### config.mk
export PLATFORM = sky130hd
export DESIGN_NAME = bist_pattern_gen_flat
export DESIGN_NICKNAME = d
export VERILOG_FILES = /design/src/rtl/bist_pattern_gen_pkg.sv /design/src/rtl/bist_pattern_gen_if.sv /design/src/rtl/bist_pattern_gen_lfsr_tpg.sv /design/src/rtl/bist_pattern_gen.sv /design/src/flat_wrapper.sv
export SDC_FILE = /design/constraint.sdc
export NUM_CORES = 1
export LEC_CHECK = 0
export BUFFER_PORTS_ARGS = -buffer_cell sky130_fd_sc_hd__buf_2
export CORE_UTILIZATION = 51
export DETAILED_ROUTE_END_ITERATION = 10
export GPL_ROUTABILITY_DRIVEN = 0
export MAX_ROUTING_LAYER = met4
export PLACE_DENSITY = 0.72
export SLEW_MARGIN = 20
export SYNTH_ARGS = -nofsm -noshare
export SYNTH_HDL_FRONTEND = slang
export SYNTH_HIERARCHICAL = 1
export SYNTH_SLANG_ARGS = --single-unit
### constraint.sdc
create_clock -name clock -period 1.6 [get_ports clock]
set_input_delay 0 -clock clock [delete_from_list [all_inputs] [get_ports clock]]
set_output_delay 0 -clock clock [all_outputs]
set_load 0.02 [all_outputs]
### src/rtl/bist_pattern_gen_pkg.sv
// Shared BIST definitions: sequencer states, maximal-length LFSR taps and the default seed.
// Imported by the pattern generator and by future BIST blocks.
package bist_pkg;

    typedef enum logic [2:0] {
        IDLE,
        CLEAR,
        RUN,
        FLUSH,
        DONE
    } bistState_e;

    localparam logic [3:0] DEFAULT_SEED  = 4'b0001;
    localparam int         MIN_TAP_WIDTH = 4;
    localparam int         MAX_TAP_WIDTH = 16;

    // Tap masks for a left-shifting Fibonacci LFSR whose feedback is the XOR
    // of the masked bits; bit k-1 set means polynomial term x^k.
    function automatic logic [15:0] maxLengthTaps(input int width);
        logic [15:0] taps;
        taps = 16'h000C;
        case (width)
            4:       taps = 16'h000C;
            5:       taps = 16'h0014;
            6:       taps = 16'h0030;
            7:       taps = 16'h0060;
            8:       taps = 16'h00B8;
            9:       taps = 16'h0110;
            10:      taps = 16'h0240;
            11:      taps = 16'h0500;
            12:      taps = 16'h0829;
            13:      taps = 16'h100D;
            14:      taps = 16'h2015;
            15:      taps = 16'h6000;
            16:      taps = 16'hD008;
            default: taps = 16'h000C;
        endcase
        return taps;
    endfunction

endpackage

### src/rtl/bist_pattern_gen_if.sv
// Bus between the BIST pattern generator and its surroundings: start request,
// CUT stimulus, MISR control/signature and run status.
interface bist_pattern_gen_if #(
    parameter int WIDTH     = 4,
    parameter int SIG_WIDTH = 4
);

    logic                 start;
    logic [WIDTH-1:0]     pattern;
    logic                 patternValid;
    logic                 misrClear;
    logic                 misrEnable;
    logic [SIG_WIDTH-1:0] signature;
    logic                 busy;
    logic                 done;
    logic                 pass;

    modport master (
        input  start,
        input  signature,
        output pattern,
        output patternValid,
        output misrClear,
        output misrEnable,
        output busy,
        output done,
        output pass
    );

    modport slave (
        output start,
        output signature,
        input  pattern,
        input  patternValid,
        input  misrClear,
        input  misrEnable,
        input  busy,
        input  done,
        input  pass
    );

endinterface

### src/rtl/bist_pattern_gen_lfsr_tpg.sv
// Fibonacci LFSR test pattern generator: shifts left, feedback is the XOR of
// the tapped bits. Load has priority over advance.
module lfsr_tpg #(
    parameter int               WIDTH = 4,
    parameter logic [WIDTH-1:0] TAPS  = WIDTH'(4'b1100),
    parameter logic [WIDTH-1:0] SEED  = WIDTH'(4'b0001)
) (
    input  logic             clock,
    input  logic             reset,
    input  logic             load,
    input  logic             advance,
    output logic [WIDTH-1:0] q
);

    generate
        if (WIDTH < 2) begin : gBadWidth
            $error("lfsr_tpg: WIDTH must be at least 2");
        end
    endgenerate

    always_ff @(posedge clock or posedge reset) begin
        if (reset) begin
            q <= SEED;
        end else if (load) begin
            q <= SEED;
        end else if (advance) begin
            q <= {q[WIDTH-2:0], ^(q & TAPS)};
        end
    end

endmodule

### src/rtl/bist_pattern_gen.sv
// BIST stimulus sequencer: clears the MISR, streams NUM_PATTERNS LFSR vectors to
// the CUT, waits for the last response to land, then reports done/pass.
module bist_pattern_gen
    import bist_pkg::*;
#(
    parameter int                   WIDTH        = 4,
    parameter logic [WIDTH-1:0]     SEED         = WIDTH'(DEFAULT_SEED),
    parameter logic [WIDTH-1:0]     TAPS         = WIDTH'(maxLengthTaps(WIDTH)),
    parameter int                   NUM_PATTERNS = 15,
    parameter int                   CUT_LATENCY  = 0,
    parameter int                   SIG_WIDTH    = 4,
    parameter logic [SIG_WIDTH-1:0] GOLDEN_SIG   = '0
) (
    input logic                clock,
    input logic                reset,
    bist_pattern_gen_if.master bus
);

    // One counter serves both the RUN pattern count and the FLUSH wait.
    localparam int CNT_MAX = (NUM_PATTERNS - 1 > CUT_LATENCY) ? NUM_PATTERNS - 1 : CUT_LATENCY;
    localparam int CNT_W   = (CNT_MAX < 1) ? 1 : $clog2(CNT_MAX + 1);

    generate
        if (SEED == '0) begin : gBadSeed
            $error("bist_pattern_gen: SEED must be non-zero");
        end
        if (NUM_PATTERNS < 1) begin : gBadCount
            $error("bist_pattern_gen: NUM_PATTERNS must be at least 1");
        end
        if (CUT_LATENCY < 0) begin : gBadLatency
            $error("bist_pattern_gen: CUT_LATENCY must not be negative");
        end
    endgenerate

    bistState_e       state;
    bistState_e       stateNext;
    logic [CNT_W-1:0] count;
    logic [CNT_W-1:0] countNext;
    logic             runLast;
    logic             flushLast;
    logic             lfsrLoad;
    logic             lfsrAdvance;
    logic [WIDTH-1:0] lfsrQ;
    logic             patternValidQ;
    logic             misrClearQ;
    logic             busyQ;
    logic             doneQ;
    logic             passQ;
    logic             misrEnableW;

    assign runLast   = (count == CNT_W'(NUM_PATTERNS - 1));
    assign flushLast = (count == CNT_W'(CUT_LATENCY));

    lfsr_tpg #(
        .WIDTH (WIDTH),
        .TAPS  (TAPS),
        .SEED  (SEED)
    ) uLfsr (
        .clock   (clock),
        .reset   (reset),
        .load    (lfsrLoad),
        .advance (lfsrAdvance),
        .q       (lfsrQ)
    );

    always_ff @(posedge clock or posedge reset) begin
        if (reset) begin
            state <= IDLE;
            count <= '0;
        end else begin
            state <= stateNext;
            count <= countNext;
        end
    end

    // Start is only looked at from IDLE and DONE, so a held start cannot restart a run.
    always_comb begin
        stateNext   = state;
        countNext   = count;
        lfsrLoad    = 1'b0;
        lfsrAdvance = 1'b0;
        case (state)
            IDLE: begin
                if (bus.start) begin
                    stateNext = CLEAR;
                end
            end
            CLEAR: begin
                lfsrLoad  = 1'b1;
                countNext = '0;
                stateNext = RUN;
            end
            RUN: begin
                lfsrAdvance = 1'b1;
                if (runLast) begin
                    countNext = '0;
                    stateNext = FLUSH;
                end else begin
                    countNext = count + CNT_W'(1);
                end
            end
            FLUSH: begin
                if (flushLast) begin
                    countNext = '0;
                    stateNext = DONE;
                end else begin
                    countNext = count + CNT_W'(1);
                end
            end
            DONE: begin
                if (bus.start) begin
                    stateNext = CLEAR;
                end
            end
            default: begin
                stateNext = IDLE;
            end
        endcase
    end

    // Status outputs are registered from the next state so they change in step with it.
    always_ff @(posedge clock or posedge reset) begin
        if (reset) begin
            patternValidQ <= 1'b0;
            misrClearQ    <= 1'b0;
            busyQ         <= 1'b0;
            doneQ         <= 1'b0;
            passQ         <= 1'b0;
        end else begin
            patternValidQ <= (stateNext == RUN);
            misrClearQ    <= (stateNext == CLEAR);
            busyQ         <= (stateNext == CLEAR) || (stateNext == RUN) || (stateNext == FLUSH);
            doneQ         <= (stateNext == DONE);
            if ((state == FLUSH) && flushLast) begin
                passQ <= (bus.signature == GOLDEN_SIG);
            end else if (stateNext != DONE) begin
                passQ <= 1'b0;
            end
        end
    end

    // The MISR enable follows pattern validity through the CUT pipeline depth.
    generate
        if (CUT_LATENCY == 0) begin : gNoDelay
            assign misrEnableW = patternValidQ;
        end else begin : gDelay
            logic [CUT_LATENCY-1:0] enDelay;
            always_ff @(posedge clock or posedge reset) begin
                if (reset) begin
                    enDelay <= '0;
                end else begin
                    enDelay <= (enDelay << 1) | CUT_LATENCY'(patternValidQ);
                end
            end
            assign misrEnableW = enDelay[CUT_LATENCY-1];
        end
    endgenerate

    assign bus.pattern      = lfsrQ;
    assign bus.patternValid = patternValidQ;
    assign bus.misrClear    = misrClearQ;
    assign bus.misrEnable   = misrEnableW;
    assign bus.busy         = busyQ;
    assign bus.done         = doneQ;
    assign bus.pass         = passQ;

endmodule

### src/flat_wrapper.sv
// flat-port wrapper written by rule: the top's interface ports become plain ports
module bist_pattern_gen_flat import bist_pkg::*;
#(
    parameter int                   WIDTH        = 4,
    parameter logic [WIDTH-1:0]     SEED         = WIDTH'(DEFAULT_SEED),
    parameter logic [WIDTH-1:0]     TAPS         = WIDTH'(maxLengthTaps(WIDTH)),
    parameter int                   NUM_PATTERNS = 15,
    parameter int                   CUT_LATENCY  = 0,
    parameter int                   SIG_WIDTH    = 4,
    parameter logic [SIG_WIDTH-1:0] GOLDEN_SIG   = '0
)
  (clock, reset, bus_start, bus_signature, bus_pattern, bus_patternValid, bus_misrClear, bus_misrEnable, bus_busy, bus_done, bus_pass);
  bist_pattern_gen_if #(.WIDTH(WIDTH), .SIG_WIDTH(SIG_WIDTH)) bus_i ();
  input logic clock;
  input logic reset;
  input wire logic [$bits(bus_i.start)-1:0] bus_start;
  input wire logic [$bits(bus_i.signature)-1:0] bus_signature;
  output wire logic [$bits(bus_i.pattern)-1:0] bus_pattern;
  output wire logic [$bits(bus_i.patternValid)-1:0] bus_patternValid;
  output wire logic [$bits(bus_i.misrClear)-1:0] bus_misrClear;
  output wire logic [$bits(bus_i.misrEnable)-1:0] bus_misrEnable;
  output wire logic [$bits(bus_i.busy)-1:0] bus_busy;
  output wire logic [$bits(bus_i.done)-1:0] bus_done;
  output wire logic [$bits(bus_i.pass)-1:0] bus_pass;
  assign bus_i.start = bus_start;
  assign bus_i.signature = bus_signature;
  assign bus_pattern = bus_i.pattern;
  assign bus_patternValid = bus_i.patternValid;
  assign bus_misrClear = bus_i.misrClear;
  assign bus_misrEnable = bus_i.misrEnable;
  assign bus_busy = bus_i.busy;
  assign bus_done = bus_i.done;
  assign bus_pass = bus_i.pass;
  bist_pattern_gen #(.WIDTH(WIDTH), .SEED(SEED), .TAPS(TAPS), .NUM_PATTERNS(NUM_PATTERNS), .CUT_LATENCY(CUT_LATENCY), .SIG_WIDTH(SIG_WIDTH), .GOLDEN_SIG(GOLDEN_SIG)) u_core (.clock(clock), .reset(reset), .bus(bus_i));
endmodule
# After elaboration in Yosys (flattened, before gate mapping)
# Cells that the tools add are included.
# classes
addsub	1
eq_ne	10
n_mux	13
n_reduce_logical	11
# op_table
op	count
2-to-1 mux 4 bit	4
equality test 3 x 2 -> 1 bit (second input constant)	4
one-hot mux 3 bit (4 select lines)	1
one-hot mux 4 bit (3 select lines)	1
2-to-1 mux 3 bit	3
logical NOT 4 bit	2
equality test 3 x 1 -> 1 bit (second input constant)	2
equality test 3 bit (second input constant)	2
adder 4 x 1 -> 4 bit (second input constant)	1
equality test 4 bit (second input constant)	1
2-to-1 mux 1 bit	4
nonzero test 2 bit	2
XOR reduction 4 bit	1
logical NOT 3 bit	1
!= test 3 bit (second input constant)	1
nonzero test 3 bit	1
logical OR 1 bit	2
OR reduction 2 bit	1
logical AND 1 bit	1
# totals
regBits	16
in_bits	7
output_inout_bits	10
wordCells	43

# Longest topological paths before layout
# depth
ltp_word	6
ltp_mapped	6
ltp_nobuf	6

# Cells and area by module
# The synthesis kept the hierarchy.
# by_module_without_submodules
module	n_inst	cells_per_inst	area_each_um2	seq_area_each_um2
bist_pattern_gen	1	58	613.1	300.3
lfsr_tpg	1	16	177.7	101.3

# Worst setup path before layout
# OpenSTA, ideal clock, no wires.
# synth_timing
path_kind	reg2reg
start	register u_core.count[0]
end	register u_core.doneQ, in the netlist u_core/bus.done
setup_ps	125
arrival_time_ps	1267
required_ps	1475
slack_ps	208
path_stages_with_launch	6
n_path_buf	0
period_less_slack_ps	1392
cell_sequence	dfrtp_1 inv_1 ha_1 nor3b_2 and3_1 mux2_2
# synth_between
elab_chain_cells	4
word_cells_on_any_way	6
classes_between	2 x eq/ne; 3 x mux; 1 x reduce/logical
# synth_rtl
item	line_no	source
from (decl)	bist_pattern_gen.sv:37	logic [CNT_W-1:0] count;
from (signal assigned)	bist_pattern_gen.sv:72	count <= countNext;
equality test 4 bit / logical NOT 4 bit (equally long branches)	bist_pattern_gen.sv:51, bist_pattern_gen.sv:52	
2-to-1 mux 3 bit, on equally long branches	bist_pattern_gen.sv:95, bist_pattern_gen.sv:103	
one-hot mux 3 bit (4 select lines) *	bist_pattern_gen.sv:82	case (state)
equality test 3 bit *	bist_pattern_gen.sv:133	doneQ <= (stateNext == DONE);
to (signal assigned)	bist_pattern_gen.sv:133	
to (decl)	bist_pattern_gen.sv:47	logic doneQ;
# Mark *: on every way between the ends. The rest lies on a longest branch, timed or not.
# A chain may end at the register's enable or synchronous reset.

# Worst setup path in the final report
# layout_timing
start	register u_core.count[1]
end	register u_core.count[3]
# layout_between
elab_chain_cells	3
word_cells_on_any_way	6
classes_between	1 x add/sub; 1 x eq/ne; 3 x mux; 1 x reduce/logical
# layout_rtl
item	line_no
adder 4 x 1 -> 4 bit, or another cell as far along	bist_pattern_gen.sv:99, bist_pattern_gen.sv:107
2-to-1 mux 4 bit, on equally long branches	bist_pattern_gen.sv:103, bist_pattern_gen.sv:95
one-hot mux 4 bit (3 select lines) *	bist_pattern_gen.sv:82
# Marked as above.

==> flow_summary.toml <==
[worst_setup_path]
required_ns = 1.76
rr_worst_depth = 6
worstReg2RegStart = "u_core/count[1]"
start_kind = "flop"
setup.worst_path.end_class = "flop"
rrSetupSlack_ns = 0.14
worstPathCellList = "inv_1, ha_1, nor3b_4, o2bb2ai_4, a41oi_1, a31oi_1"
slowest_delay_ns = 0.42
crit_type = "flop to flop"
path_max_fanout = 6
crit_arrival_ns = 1.62
r2r-end = "u_core/count[3]"
critPathSlowestCell = "dfrtp_1"

[clocking]
cts_sinks = 16
cts_buffers = 3
htreeDepth = 1
cts_tree = "yes"
root_buffer = "clkbuf_4"
clk_pin_slew_ns = 0.09
clock_path_buffers = 2
clock_latency_ns = 0.28

[routing]
first_pass_iters = 4
drt_iter0_drc = 11
vias_per_cell = 5.54
routed-via-count = 626
routed_wirelength_mm = 1.47
ant_nets = 0
routedWlPerCell_um = 13.0
drc = 0

[placement]
preCtsSetupSlack_ns = 0.134
hpwl_mm = 1.04
io_buffers = 16

[timing]
fin_crit_ns = 1.46
tightest_slew_ns = 0.460
slew_violations = 0
clock.fmax_mhz = 687
rsz0062_at_grt = "no"
totalNegativeSetupSlack_ns = 0
max_slew_margin = 0.693
setup_viol = 0
post-route-period-util = 0.910
finalWorstSetupSlack_ns = 0.144
skew_ns = 0.00389
finalHoldViolCount = 0

[yosys]
yosys_warnings = 6
synth_xor_area_frac = 0.0111
synth_top_family_by_area = "simple AND/OR/NAND/NOR gates"
synth.avg_cell_area_um2 = 10.7
synth.mux.area_fraction = 0.0665
synthCells = 74
synth_fa_ha_area_frac = 0.0475
syn_area_um2 = 791
synth_compound_area_frac = 0.0870
synth_fp_nets = 84
synth.distinct_cells = 28
yosysSeqAreaShare = 0.508
ys_ff_latch = 16
yosys.area_share.simple = 0.218

[global_route]
grt_pass1_wl_mm = 2.22
track_usage = 0.213
grt_max_degree = 13
grt-ovfl-total = 0
grt_pass1_vias = 509
antenna_found_initial = 0

[layout]
final_cell_mix = "buf_2 (16), dfrtp_1 (15), nor2_1 (8)"
antennaDiodeCount = 0
layout_commonest_cell = "buf_2"
area_delta_synth_final_pct = 23.4
drive_gt1_frac = 0.306
nNetsFinal = 109

[status]
status = "finished clean"

[pwr]
vdd_ir_drop_max_uv = 959
p_sw_frac = 0.420
pwr-share-clk = 0.112
p_per_area_mw_per_mm2 = 1970
p_leak_uw = 0.000482
p_seq_frac = 0.382
combPwrFrac = 0.506
internal_power_uw = 1120
switchingPower_uw = 808

[floorplan]
coreArea_mm2 = 0.00137
start_util = 0.579
rows = 13
die_y_um = 41.4
pin_count = 17
die_w_um = 41.4
die_area_mm2 = 0.00171

[run]
max_cap_viol_count = 0

[worst_hold_path]
hp-class = "primary input to asynchronous set/reset pin"
-- what timing repair did --
action	in CTS	in global routing
resized for setup	0	4
endpoints found under the hold margin	18	0
setup endpoints to repair	0	2
setup buffers	0	1
hold buffers	4	0
-- layout make-up --
class                      count  area (um2)
tap                           15        18.8
sequential                    16         402
timing repair buffer          23         143
fill                         103         390
multi-input combinational     49         364
clock buffer                   4        26.3
inverter                       6        22.5
-- registers in the layout, indices dropped and copies added (netlist names) --
signal,count
u_core/bus.busy,1
u_core/bus.misrClear,1
u_core/bus.misrEnable,1
u_core/uLfsr/q,4
u_core/bus.pass,1
u_core/count,4
u_core/bus.done,1
u_core/state,3
-- routing by layer --
| metal | global-route usage | share of wire | routed length, um |
|---|---|---|---|
| met5 | - | 0 | 0 |
| met3 | 0.0319 | 0.052 | 76 |
| met1 | 0.294 | 0.50 | 739 |
| met2 | 0.309 | 0.44 | 642 |
| met4 | 0.0968 | 0.011 | 16 |
-- worst max-delay path by stage --
stage	from	end	slack [ns]
finish	u_core/count[1]	u_core/count[3]	0.14
detailed placement	u_core/count[1]	u_core/count[3]	0.13
floorplan	u_core/count[0]	u_core/bus.done	0.21
global placement	u_core/count[1]	u_core/bus.done	0.18
global route	u_core/count[1]	u_core/count[3]	0.02
CTS	u_core/count[1]	u_core/bus.pass	0.1
-- metrics by stage --
stage | cell area, um2 | util | hold WS (ns) | instances | power (uW)
after floorplan | 791 | - | -0.235 | 74 | 1400
after global placement | 878 | 0.643 | -0.105 | 104 | 1590
after detailed placement | 878 | 0.643 | -0.100 | 104 | 1620
after CTS | 945 | 0.691 | 0.143 | 112 | 1850
after global routing | 976 | 0.714 | 0.188 | 113 | 2090
final | 976 | 0.714 | 0.141 | 113 | 1930
-- cells by family (layout without fill, tap and decap cells) --
logic type	count (synthesis)	after routing
simple gates	30	30
flops	16	16
compound gates	10	10
buf+inv	9	33
mux	5	5
fa+ha+maj	3	3
xor+xnor	1	1
-- cell usage after synthesis (all sizes together) --
cell,count,area (um2)
nand4,1,6.26
mux2i,3,30.0
dfstp,1,26.3
o211ai,1,7.51
nand4b,1,8.76
or2,1,6.26
ha,3,37.5
and3,1,6.26
nor3b,2,31.3
dfrtp,15,375
nand2,5,18.8
nand3b,3,22.5
o21ai,2,10.0
nor4,1,6.26
o2bb2ai,1,15.0
xnor2,1,8.76
nand2b,1,6.26
nor2,8,30.0
a41oi,1,8.76
a21oi,3,15.0
buf,3,26.3
inv,6,22.5
a31oi,2,12.5
nand3,4,20.0
mux2,2,22.5
nor3,2,10.0
-- critical path: cells and delay by family (launching register included) --
family                   cells  cell delay, ns
flip-flops                   1            0.42
AO/OA/AOI/OAI                3            0.41
AND/OR/NAND/NOR              1            0.27
adder cells (fa/ha/maj)      1            0.15
buffers and inverters        1            0.09
-- power by group through the flow --
stage	Sequential [uW]	Combinational, uW	Clock [uW]
6_report	735	974	216
2_1_floorplan	822	576	0
4_1_cts	728	896	230
3_5_place_dp	737	886	0
3_3_place_gp	732	858	0
5_1_grt	764	1080	241
(Power assumes the default switching activity.)
